## config.mk

```make
export PLATFORM = sky130hd
export DESIGN_NAME = led_frame_sequencer
export DESIGN_NICKNAME = d
export VERILOG_FILES = /design/src/rtl/led_pkg.sv /design/src/rtl/led_scaler.sv /design/src/rtl/led_frame_sequencer.sv
export SDC_FILE = /design/constraint.sdc
export NUM_CORES = 1
export LEC_CHECK = 0
export ABC_CLOCK_PERIOD_IN_PS = 20000
export CORE_MARGIN = 2
export CORE_UTILIZATION = 30
export DETAILED_ROUTE_END_ITERATION = 8
export GPL_ROUTABILITY_DRIVEN = 0
export PLACE_DENSITY = 0.47
export SETUP_SLACK_MARGIN = 0.1
export SLEW_MARGIN = 10
export SYNTH_ARGS = -nofsm -noshare
export SYNTH_HDL_FRONTEND = slang
export SYNTH_SLANG_ARGS = --single-unit
```

## constraint.sdc

```tcl
create_clock -name clk -period 20 [get_ports clk]
set_input_delay 2 -clock clk [delete_from_list [all_inputs] [get_ports clk]]
set_output_delay 2 -clock clk [all_outputs]
set_load 0.05 [all_outputs]
```

## src/rtl/led_pkg.sv

```systemverilog
// Shared definitions for the LED frame path: frame geometry, GRB pixel layout
// and the sequencer state encoding.
package led_pkg;

    localparam int NUM_PIX = 6;
    localparam int PIX_W   = 24;

    // Bit offsets of each 8-bit channel within a 24-bit GRB word
    localparam int G_OFS = 16;
    localparam int R_OFS = 8;
    localparam int B_OFS = 0;

    typedef struct packed {
        logic [7:0] g;
        logic [7:0] r;
        logic [7:0] b;
    } pixel_t;

    typedef enum logic [1:0] {
        ST_IDLE,
        ST_SCALE,
        ST_SEND,
        ST_GAP
    } seq_state_t;

endpackage

```

## src/rtl/led_scaler.sv

```systemverilog
// Single-channel brightness scaler: y = (c * (b+1)) >> 8, so b=255 is identity.
module led_scaler (
    input  logic [7:0] c,
    input  logic [7:0] b,
    output logic [7:0] y
);

    assign y = 8'(({8'd0, c} * ({8'd0, b} + 16'd1)) >> 8);

endmodule

```

## src/rtl/led_frame_sequencer.sv

```systemverilog
// Frame feeder for the WS2812 driver: working buffer, brightness-scaled shadow
// frame, load/done handshake and latch-gap timing.
module led_frame_sequencer
    import led_pkg::*;
#(
    parameter int RESET_CYCLES = 7200
) (
    input  logic                       clk,
    input  logic                       rst,
    input  logic                       pix_we,
    input  logic [2:0]                 pix_idx,
    input  logic [23:0]                pix_grb,
    input  logic [7:0]                 bright,
    input  logic                       commit,
    input  logic                       done,
    output logic [PIX_W*NUM_PIX-1:0]   rgb,
    output logic                       load,
    output logic                       busy,
    output logic                       frame_sent
);

    localparam logic [2:0]       LAST_PIX = 3'(NUM_PIX - 1);
    localparam int               GAP_W    = $clog2(RESET_CYCLES);
    localparam logic [GAP_W-1:0] GAP_LAST = GAP_W'(RESET_CYCLES - 1);

    seq_state_t                    state, state_n;
    pixel_t                        buf_q [NUM_PIX];
    logic [NUM_PIX-1:0][PIX_W-1:0] shadow_q;
    logic [2:0]                    pix_cnt;
    logic [GAP_W-1:0]              gap_cnt;
    logic [7:0]                    bright_q;
    logic                          pending, pending_n, start;
    pixel_t                        cur;
    logic [PIX_W-1:0]              scaled;

    assign cur = buf_q[pix_cnt];

    led_scaler u_scale_g (.c(cur.g), .b(bright_q), .y(scaled[G_OFS +: 8]));
    led_scaler u_scale_r (.c(cur.r), .b(bright_q), .y(scaled[R_OFS +: 8]));
    led_scaler u_scale_b (.c(cur.b), .b(bright_q), .y(scaled[B_OFS +: 8]));

    always_comb begin
        state_n = state;
        start   = 1'b0;
        case (state)
            ST_IDLE: begin
                if (commit || pending) begin
                    state_n = ST_SCALE;
                    start   = 1'b1;
                end
            end
            ST_SCALE: if (pix_cnt == LAST_PIX) state_n = ST_SEND;
            ST_SEND:  if (done) state_n = ST_GAP;
            ST_GAP:   if (gap_cnt == '0) state_n = ST_IDLE;
            default:  state_n = ST_IDLE;
        endcase
        // Any number of commits while busy collapse into one pending frame
        pending_n = start ? 1'b0 : (pending | commit);
    end

    assign frame_sent = (state == ST_GAP) && (gap_cnt == '0);
    assign rgb        = shadow_q;

    always_ff @(posedge clk) begin
        if (rst) begin
            state    <= ST_IDLE;
            pending  <= 1'b0;
            load     <= 1'b0;
            busy     <= 1'b0;
            pix_cnt  <= '0;
            gap_cnt  <= '0;
            bright_q <= '0;
            shadow_q <= '0;
            for (int i = 0; i < NUM_PIX; i++) buf_q[i] <= '0;
        end else begin
            state   <= state_n;
            pending <= pending_n;
            load    <= (state_n == ST_SEND);
            busy    <= (state_n != ST_IDLE) || pending_n;

            if (start) bright_q <= bright;

            pix_cnt <= (state == ST_SCALE && pix_cnt != LAST_PIX) ? pix_cnt + 3'd1 : '0;
            if (state == ST_SCALE) shadow_q[pix_cnt] <= scaled;

            if (state == ST_SEND && done)
                gap_cnt <= GAP_LAST;
            else if (state == ST_GAP && gap_cnt != '0)
                gap_cnt <= gap_cnt - 1'b1;

            // Writes land before SCALE reads, so a write alongside commit joins that frame
            if (pix_we && pix_idx <= LAST_PIX) buf_q[pix_idx] <= pix_grb;
        end
    end

endmodule

```

# ---- Word-level counts from Yosys, hierarchy flattened
# Memory sizes are Yosys's and may differ from the RTL's. A register that Yosys moved wholly into a read port is not among the register bits.
# Cells that the tools add are included.
dict set report word_totals {
  reg_bits 173
  ramBits 144
  output_inout_bits 147
  mem_count 1
}
dict set report op_classes {
  addsub 3
  mul 3
  order_cmp 3
  eq_ne 6
  muxes 22
  bitwise_logic 2
  n_reduce_logical 16
}
# name depth width read_ports rd_clocked_by_memory_dff write_ports line
set mem_list {}
lappend mem_list {buf_q 6 24 1 1 6 led_frame_sequencer.sv:27} ;# pixel_t buf_q [NUM_PIX];
# cell count
set ops {}
lappend ops {{$bwmux 144} 1}
lappend ops {{$demux 24 s3} 1}
lappend ops {{$mul 8x16->16} 3}
lappend ops {{$mux 24} 2}
lappend ops {{$mux 13} 2}
lappend ops {{$reduce_or 24->1} 1}
lappend ops {{$logic_not 13->1} 1}
lappend ops {{$reduce_bool 13->1} 1}
lappend ops {{$sub 13x1->13 const B} 1}
lappend ops {{$add 8x1->9 const B} 1}
lappend ops {{$mux 1} 9}
lappend ops {{$mux 2} 4}
lappend ops {{$pmux 2 s4} 1}
lappend ops {{$eq 2x2->1 const B} 3}
lappend ops {{$logic_and 1x1->1} 6}
lappend ops {{$mux 3} 2}
lappend ops {{$lt 3x4->1 const B} 1}
lappend ops {{$reduce_bool 2->1} 2}
lappend ops {{$reduce_or 2->1} 2}
lappend ops {{$add 3x1->3 const B} 1}
lappend ops {{$eq 3x3->1 const B} 1}
lappend ops {{$ge 3x1->1 const B} 1}
lappend ops {{$le 3x3->1 const B} 1}
lappend ops {{$ne 3x3->1 const B} 1}
lappend ops {{5 further kinds} 6}

# ---- Longest topological paths before layout
# Gate-level depths: netlist of the first run.
dict set report depth {
  depth_word 7
  ltp_mapped 27
  ltp_nobuf 22
}

# ---- Hierarchy
# From an unflattened synthesis of the first run, not the netlist that was laid out.
dict set report unflattened {
  cells_unflattened 2064
  area_unflattened_um2 21135.3
}
# mod instances cells_per_inst area_each_um2 seq_area_each_um2
set modules_own_cells {}
lappend modules_own_cells {led_frame_sequencer 1 1332 14448.9 9228.9}
lappend modules_own_cells {{led_scaler at u_scale_g} 1 243 2239.6 0.0}
lappend modules_own_cells {{led_scaler at u_scale_b} 1 244 2237.1 0.0}
lappend modules_own_cells {{led_scaler at u_scale_r} 1 245 2209.6 0.0}

# ---- Worst setup path after synthesis of the first run
# Ideal clock, no wire load.
dict set report synth_timing {
  path_type {reg-to-reg}
  start {register pix_cnt[1]}
  end {register shadow_q, in the netlist rgb[78]}
  setup_time_ns 0.122
  arrival_time_ns 6.407
  required_time_ns 19.878
  setup_slack_ns 13.471
  stages_incl_launch_ff 27
  synth_period_minus_slack_ns 6.529
  cell_sequence {dfxtp_1 -> buf_2 -> buf_2 -> clkbuf_1 -> buf_1 -> mux2i_1 -> nor2_1 -> a31oi_1 -> o22ai_1 -> a21oi_1 -> or2_2 -> fa_1 -> fa_1 -> inv_1 -> fa_1 -> inv_1 -> fa_1 -> inv_1 -> ha_1 -> a21o_1 -> a211oi_1 -> nand2_1 -> o2111ai_4 -> a31oi_2 -> buf_6 -> and4_1 -> a311o_1}
}
dict set report synth_via {
  elab_chain_len 5
  word_cells_on_any_way 6
}
# element line
set synth_rtl {}
lappend synth_rtl {{start, declared} led_frame_sequencer.sv:29} ;# logic [2:0] pix_cnt;
lappend synth_rtl {{start signal, assigned} led_frame_sequencer.sv:83} ;# pix_cnt <= (state == ST_SCALE && pix_cnt != LAST_PIX) ? pix_cnt + 3'd1 : '0;
lappend synth_rtl {{$lt 3x4->1 (not written as such) or $ge 3x1->1 (tied branches)} led_frame_sequencer.sv:84} ;# if (state == ST_SCALE) shadow_q[pix_cnt] <= scaled;
lappend synth_rtl {{$logic_and 1x1->1 (not written as such)} led_frame_sequencer.sv:84}
lappend synth_rtl {{$mux 24 (not written as such)} led_frame_sequencer.sv:84}
lappend synth_rtl {{$demux 24 s3 (*)} led_frame_sequencer.sv:84}
lappend synth_rtl {{$bwmux 144 (*)} led_frame_sequencer.sv:84}
lappend synth_rtl {{end signal, assigned by index} led_frame_sequencer.sv:84}
lappend synth_rtl {{end, declared} led_frame_sequencer.sv:28} ;# logic [NUM_PIX-1:0][PIX_W-1:0] shadow_q;
# Every way passes the cells marked *; elsewhere a longest branch is shown, timed or not.
# A chain may end at the register's enable or synchronous reset.

# ---- Worst setup path after layout of the first run
dict set report layout_timing {
  start {register pix_cnt[0]}
  end {register shadow_q, in the netlist rgb[86]}
}
# Same word-level chain as after synthesis.

==> results of run 1 <==
==> cell families after synthesis <==
kind of cell | share of synthesized area
simple gates | 0.162
flops | 0.441
buf+inv | 0.0544
compound gates | 0.0872
fa+ha+maj | 0.175
mux | 0.0666
xor+xnor | 0.0134
other cells | 0.000179
==> cell type report <==
class,instances,area share
well taps,931,0.0458
clock buffers,56,0.0449
repair buffers,226,0.0850
clock inverters,21,0.00890
inverters,181,0.0267
flip-flops and latches,365,0.363
multi-input cells,1438,0.426
==> placed cells by master (no fill, tap or decap), types with 15 or more instances in the layout <==
cell and count:
dfxtp_1 170, clkbuf_16 42, nand2_1 228, ha_1 100, xnor2_1 17, mux2i_1 27, nor3_1 28, a21o_1 15
buf_4 40, inv_1 178, mux4_2 36, clkdlybuf4s50_1 185, or2_2 33, edfxtp_1 192, a21oi_1 123, conb_1 48
fa_1 120, o21ai_0 24, nand3_1 73, nor2_1 349
==> power groups by stage <==
stage          Combinational [mW]  Sequential, mW  Clock, mW
6_report                    0.474           0.839      0.757
5_1_grt                     0.539           0.842      0.806
4_1_cts                     0.481           0.839      0.779
3_5_place_dp                0.478           0.855          0
3_3_place_gp                0.472           0.854          0
2_1_floorplan               0.299           0.873          0
==> worst paths after layout <==
| check | start | to | slack, ns | cells past startpoint |
|---|---|---|---|---|
| max | pix_cnt[0] | rgb[86] | 12.44 | 17 |
| min | rgb[21] | rgb[21] | 0.45 | 2 |
| max reg2reg | pix_cnt[0] | rgb[86] | 12.44 | 17 |
| min reg2reg | rgb[21] | rgb[21] | 0.45 | 2 |
==> registers in the layout, summed over array words and instances (netlist names) <==
| register | cells |
|---|---|
| busy | 1 |
| rgb | 144 |
| gap_cnt | 13 |
| bright_q | 8 |
| state | 2 |
| pix_cnt | 3 |
| pending | 1 |
| buf_q | 192 |
| load | 1 |
==> critical path, cell delays in order (launching register included) <==
cell	delay, ns
dfxtp_4	0.70
buf_4	0.62
mux4_2	0.60
mux2i_2	0.75
nor2_1	0.15
fa_1	0.55
fa_1	0.52
fa_1	0.49
inv_1	0.05
fa_1	0.47
inv_1	0.05
ha_1	0.32
and4_1	0.22
or4b_1	0.49
a21oi_1	0.45
nor3_1	0.12
xor2_1	0.61
o31ai_1	0.15
==> routing by layer <==
metal	part of all wire	track usage	wire length, um	vias to the layer above
met4	0.032	0.0586	2030	2
met2	0.49	0.307	30800	365
met3	0.050	0.0297	3150	109
met5	0.00021	0	13	-
met1	0.43	0.228	27200	7760
li1	-	-	-	7328
==> impl_metrics.ini, run 1 <==
[synthesis]
ys_seq_area_frac = 0.441
ys.flop_type = edfxtp_1
synth_commonest_cells = nor2_1, nand2_1, edfxtp_1
synth_edf_count = 192
yosysMostFrequentCell = nor2_1
ys_top_cells_by_area = edfxtp_1, dfxtp_1, fa_1
synthArstFlopShare = 0
avgSynthCellArea_um2 = 10.2
ys_seq_elements = 365
ys_types = 77
syn_inst = 2048
synth_top_area_cell = edfxtp_1
yosys_warnings = 0
synth.top_cell.area_share = 0.276
syn_area_um2 = 20900

[power_and_ir_drop]
total_power_mw = 2.07
pwr-share-comb = 0.229
power_density_nw_per_um2 = 81.3
clockPowerShare = 0.366
p_leak_nw = 9.99
p_int_mw = 1.42
vdd_ir_drop_max_uv = 65.6
p_sw_frac = 0.314
p_switching_mw = 0.650
p_seq_frac = 0.405

[clocking]
htree_levels = 2
clock_latency_ns = 0.60
postCtsSetupRepairBufs = 0
clockBufferDepth = 3
cts_tree = yes
clk_pin_slew_worst_paths_ns = 0.06
numClockSinks = 365
clockRootBuffer = clkbuf_16
cts_buffers = 42
cts-resized-gates = 0
postCtsHoldBufs = 0

[global_route]
antenna_found_initial = 1
grt_pass1_vias = 16300
grt_overflow_total = 0
grt_start_max_net_pins = 100
grt_pass1_wl_um = 97400
grt_usage = 0.178

[timing]
maxSlewHeadroom = 0.150
fmax_mhz = 132
period_minus_slack_ns = 7.56
tightest_slew_ns = 1.25
worst_slack_ns = 12.44
clock_skew_ns = 0.0669
whs_ns = 0.454
finalCritPeriodShare = 0.378
rsz0062_at_grt = false
slew_violations = 0
finalHoldViolations = 0
fin_tns_setup_ns = 0
finalSetupViolations = 0

[routing]
firstDrtPassIters = 5
vias_per_cell = 4.84
routedWlPerCell_um = 19.7
ant_nets = 0
drc = 0
wl_um = 63200
drt_iter0_drc = 990
num_vias = 15600

[placement]
dpl.cell_count = 3141
dpl-instance-area_um2 = 24100
dp_slack_ns = 12.41
dp.final_hpwl_um = 43000
port_buffers = 186

[hold_path]
hp-class = reg -> reg

[layout]
syn2layout_area_growth_pct = 21.7
layoutNonFillerInstCount = 3218
n_antenna_cell = 0
register_area_um2 = 9240
post-route-util = 0.370
layout-drive-gt1-share = 0.0984
final_area_um2 = 25400
fillers = 6876
fin_nets = 2514
multi_input_area_um2 = 10800

[setup_path]
path_class = reg -> reg
critPathMaxFanout = 43
start_kind = flop
cp.required_ns = 20.38
cp-end-kind = flop
crit_arrival_ns = 7.94

[floorplan]
core.rowCount = 96
start_util = 0.304
die_w_um = 268
core_um2 = 68800
io-pin-count = 187
dieArea_um2 = 71800
die_h_um = 268

[flow_run]
cap_violations = 0

[status]
status = complete, no violations
Power figures use the tool's default switching activity.
==> run 2, diff against run 1 <==
ABC_CLOCK_PERIOD_IN_PS = 6100   (was 20000)
PLACE_DENSITY = 0.49   (was 0.47)
clock period = 6.1 ns   (was 20 ns; I/O delays follow)
==> run 2 against run 1 <==
Against the previous run:
- global-route usage down 0.13 points
- flip-flop and latch count unchanged
- sequential power rose to 3.3 times the previous value
- setup slack worse by 12 ns
- critical path type unchanged
==> impl_metrics.ini, run 2 (synthesized netlist as in run 1, its figures left out) <==
[status]
status = complete, no violations

[hold_path]
hp-class = reg -> reg
hold_depth = 2
worstHoldStart = rgb[44]
hold_end = rgb[44]

[timing]
tightest_slew_ns = 1.14
finalSetupViolations = 0
fin_tns_setup_ns = 0
maxSlewHeadroom = 0.237
whs_ns = 0.454
clock_skew_ns = 0.0380
period_minus_slack_ns = 5.81
rsz0062_at_grt = true
worst_slack_ns = 0.295
finalHoldViolations = 0
fmax_mhz = 172
slew_violations = 0
finalCritPeriodShare = 0.952

[routing]
drt_iter0_drc = 942
vias_per_cell = 4.81
firstDrtPassIters = 7
num_vias = 15900
drc = 0
ant_nets = 0
routedWlPerCell_um = 19.4
wl_um = 64000

[floorplan]
core_um2 = 68800
dieArea_um2 = 71800
start_util = 0.304
die_w_um = 268
die_h_um = 268
core.rowCount = 96
io-pin-count = 187

[setup_path]
crit_arrival_ns = 6.25
ff2ff_path_depth = 20
r2r_start = pix_cnt[0]
rr_endpoint = rgb[126]
path_class = reg -> reg
r2r_slack_ns = 0.29
cp-end-kind = flop
cp.required_ns = 6.55
start_kind = flop
critPathMaxFanout = 6

[clocking]
cts_tree = yes
clk_pin_slew_worst_paths_ns = 0.06
cts_buffers = 42
htree_levels = 2
postCtsHoldBufs = 0
clock_latency_ns = 0.58
clockBufferDepth = 3
clockRootBuffer = clkbuf_16
numClockSinks = 365

[placement]
dp_slack_ns = -0.0729
dp.final_hpwl_um = 45300
port_buffers = 186

[global_route]
grt_overflow_total = 0
antenna_found_initial = 1
grt_pass1_wl_um = 97400
grt_usage = 0.177
grt_start_max_net_pins = 98
grt_pass1_vias = 16400

[layout]
fillers = 6750
fin_nets = 2596
regMostFlops = buf_q
layout_common_cells = nor2_1, nand2_1, edfxtp_1, clkdlybuf4s50_1, inv_1
final_common_cell = nor2_1
syn2layout_area_growth_pct = 26.9
post-route-util = 0.386
layout-drive-gt1-share = 0.144
largest_register_ffs = 192

[power_and_ir_drop]
power_density_nw_per_um2 = 266
vdd_ir_drop_max_uv = 182
p_leak_nw = 10.5

[flow_run]
cap_violations = 0
[run 2: worst max-delay path, stage by stage (launching register included)]
cell       delay [ns]
dfxtp_4          0.38
buf_4            0.12
buf_4            0.13
mux4_2           0.52
mux2i_4          0.29
buf_4            0.22
nor2_1           0.07
fa_1             0.45
fa_1             0.55
inv_1            0.05
fa_1             0.47
fa_1             0.54
inv_1            0.04
ha_1             0.19
a21o_1           0.21
a211oi_2         0.25
nand2_2          0.11
o2111ai_4        0.36
a31oi_4          0.14
and4_1           0.24
a311o_1          0.31
[run 2: how the worst max path moves through the flow]
stage / startpoint / endpoint / slack, ns / cells past startpoint
final: pix_cnt[0] / rgb[126] / 0.29 / 20
after global routing: pix_cnt[0] / rgb[70] / 0.07 / 21
after CTS: pix_cnt[0] / rgb[78] / 0.10 / 20
after detailed placement: pix_cnt[0] / rgb[79] / -0.07 / 20
after global placement: pix_cnt[0] / rgb[87] / -0.02 / 19
after floorplan: pix_cnt[0] / rgb[78] / 0.09 / 23
[run 2: area by class of cell]
class                           instances  area, um2  area share
Sequential cell                       365       9240       0.348
Inverter                              181        679      0.0256
Clock buffer                           59       1140      0.0431
Clock inverter                         16        191     0.00721
Timing Repair Buffer                  307       2950       0.111
Multi-Input combinational cell       1439      11200       0.421
Tap cell                              931       1160      0.0439
Antenna cell                            1       2.50   0.0000943
[run 2: per-stage QoR]
| stage | cell area, um2 | instances | total power, mW |
|---|---|---|---|
| 3_5_place_dp | 24700 | 3197 | 4.52 |
| 2_1_floorplan | 21200 | 2095 | 3.86 |
| 6_report | 26600 | 3299 | 7.06 |
| 5_1_grt | 26600 | 3299 | 7.42 |
| 4_1_cts | 26100 | 3281 | 7.04 |
| 3_3_place_gp | 24700 | 3197 | 4.49 |
[run 2: layer usage]
layer / GRT usage / part of all wire / wire [um]
met5: 0 / 0 / 0
met2: 0.295 / 0.47 / 30400
met3: 0.0275 / 0.045 / 2850
met1: 0.236 / 0.45 / 28900
met4: 0.0580 / 0.029 / 1890
[run 2: timing repair]
| action | CTS | global route |
|---|---|---|
| gates resized for setup | 6 | 59 |
| pin swaps | 0 | 16 |
| setup endpoints to repair | 60 | 124 |
| setup buffers | 9 | 16 |
| gates cloned | 0 | 1 |
[run 2: report_power, final]
part	leakage (nW)	internal (mW)	total, mW	switching (mW)
logic	6.58	0.695	1.83	1.13
registers	3.24	2.70	2.75	0.0446
clock network	0.640	1.44	2.48	1.04
total	10.5	4.84	7.06	2.22
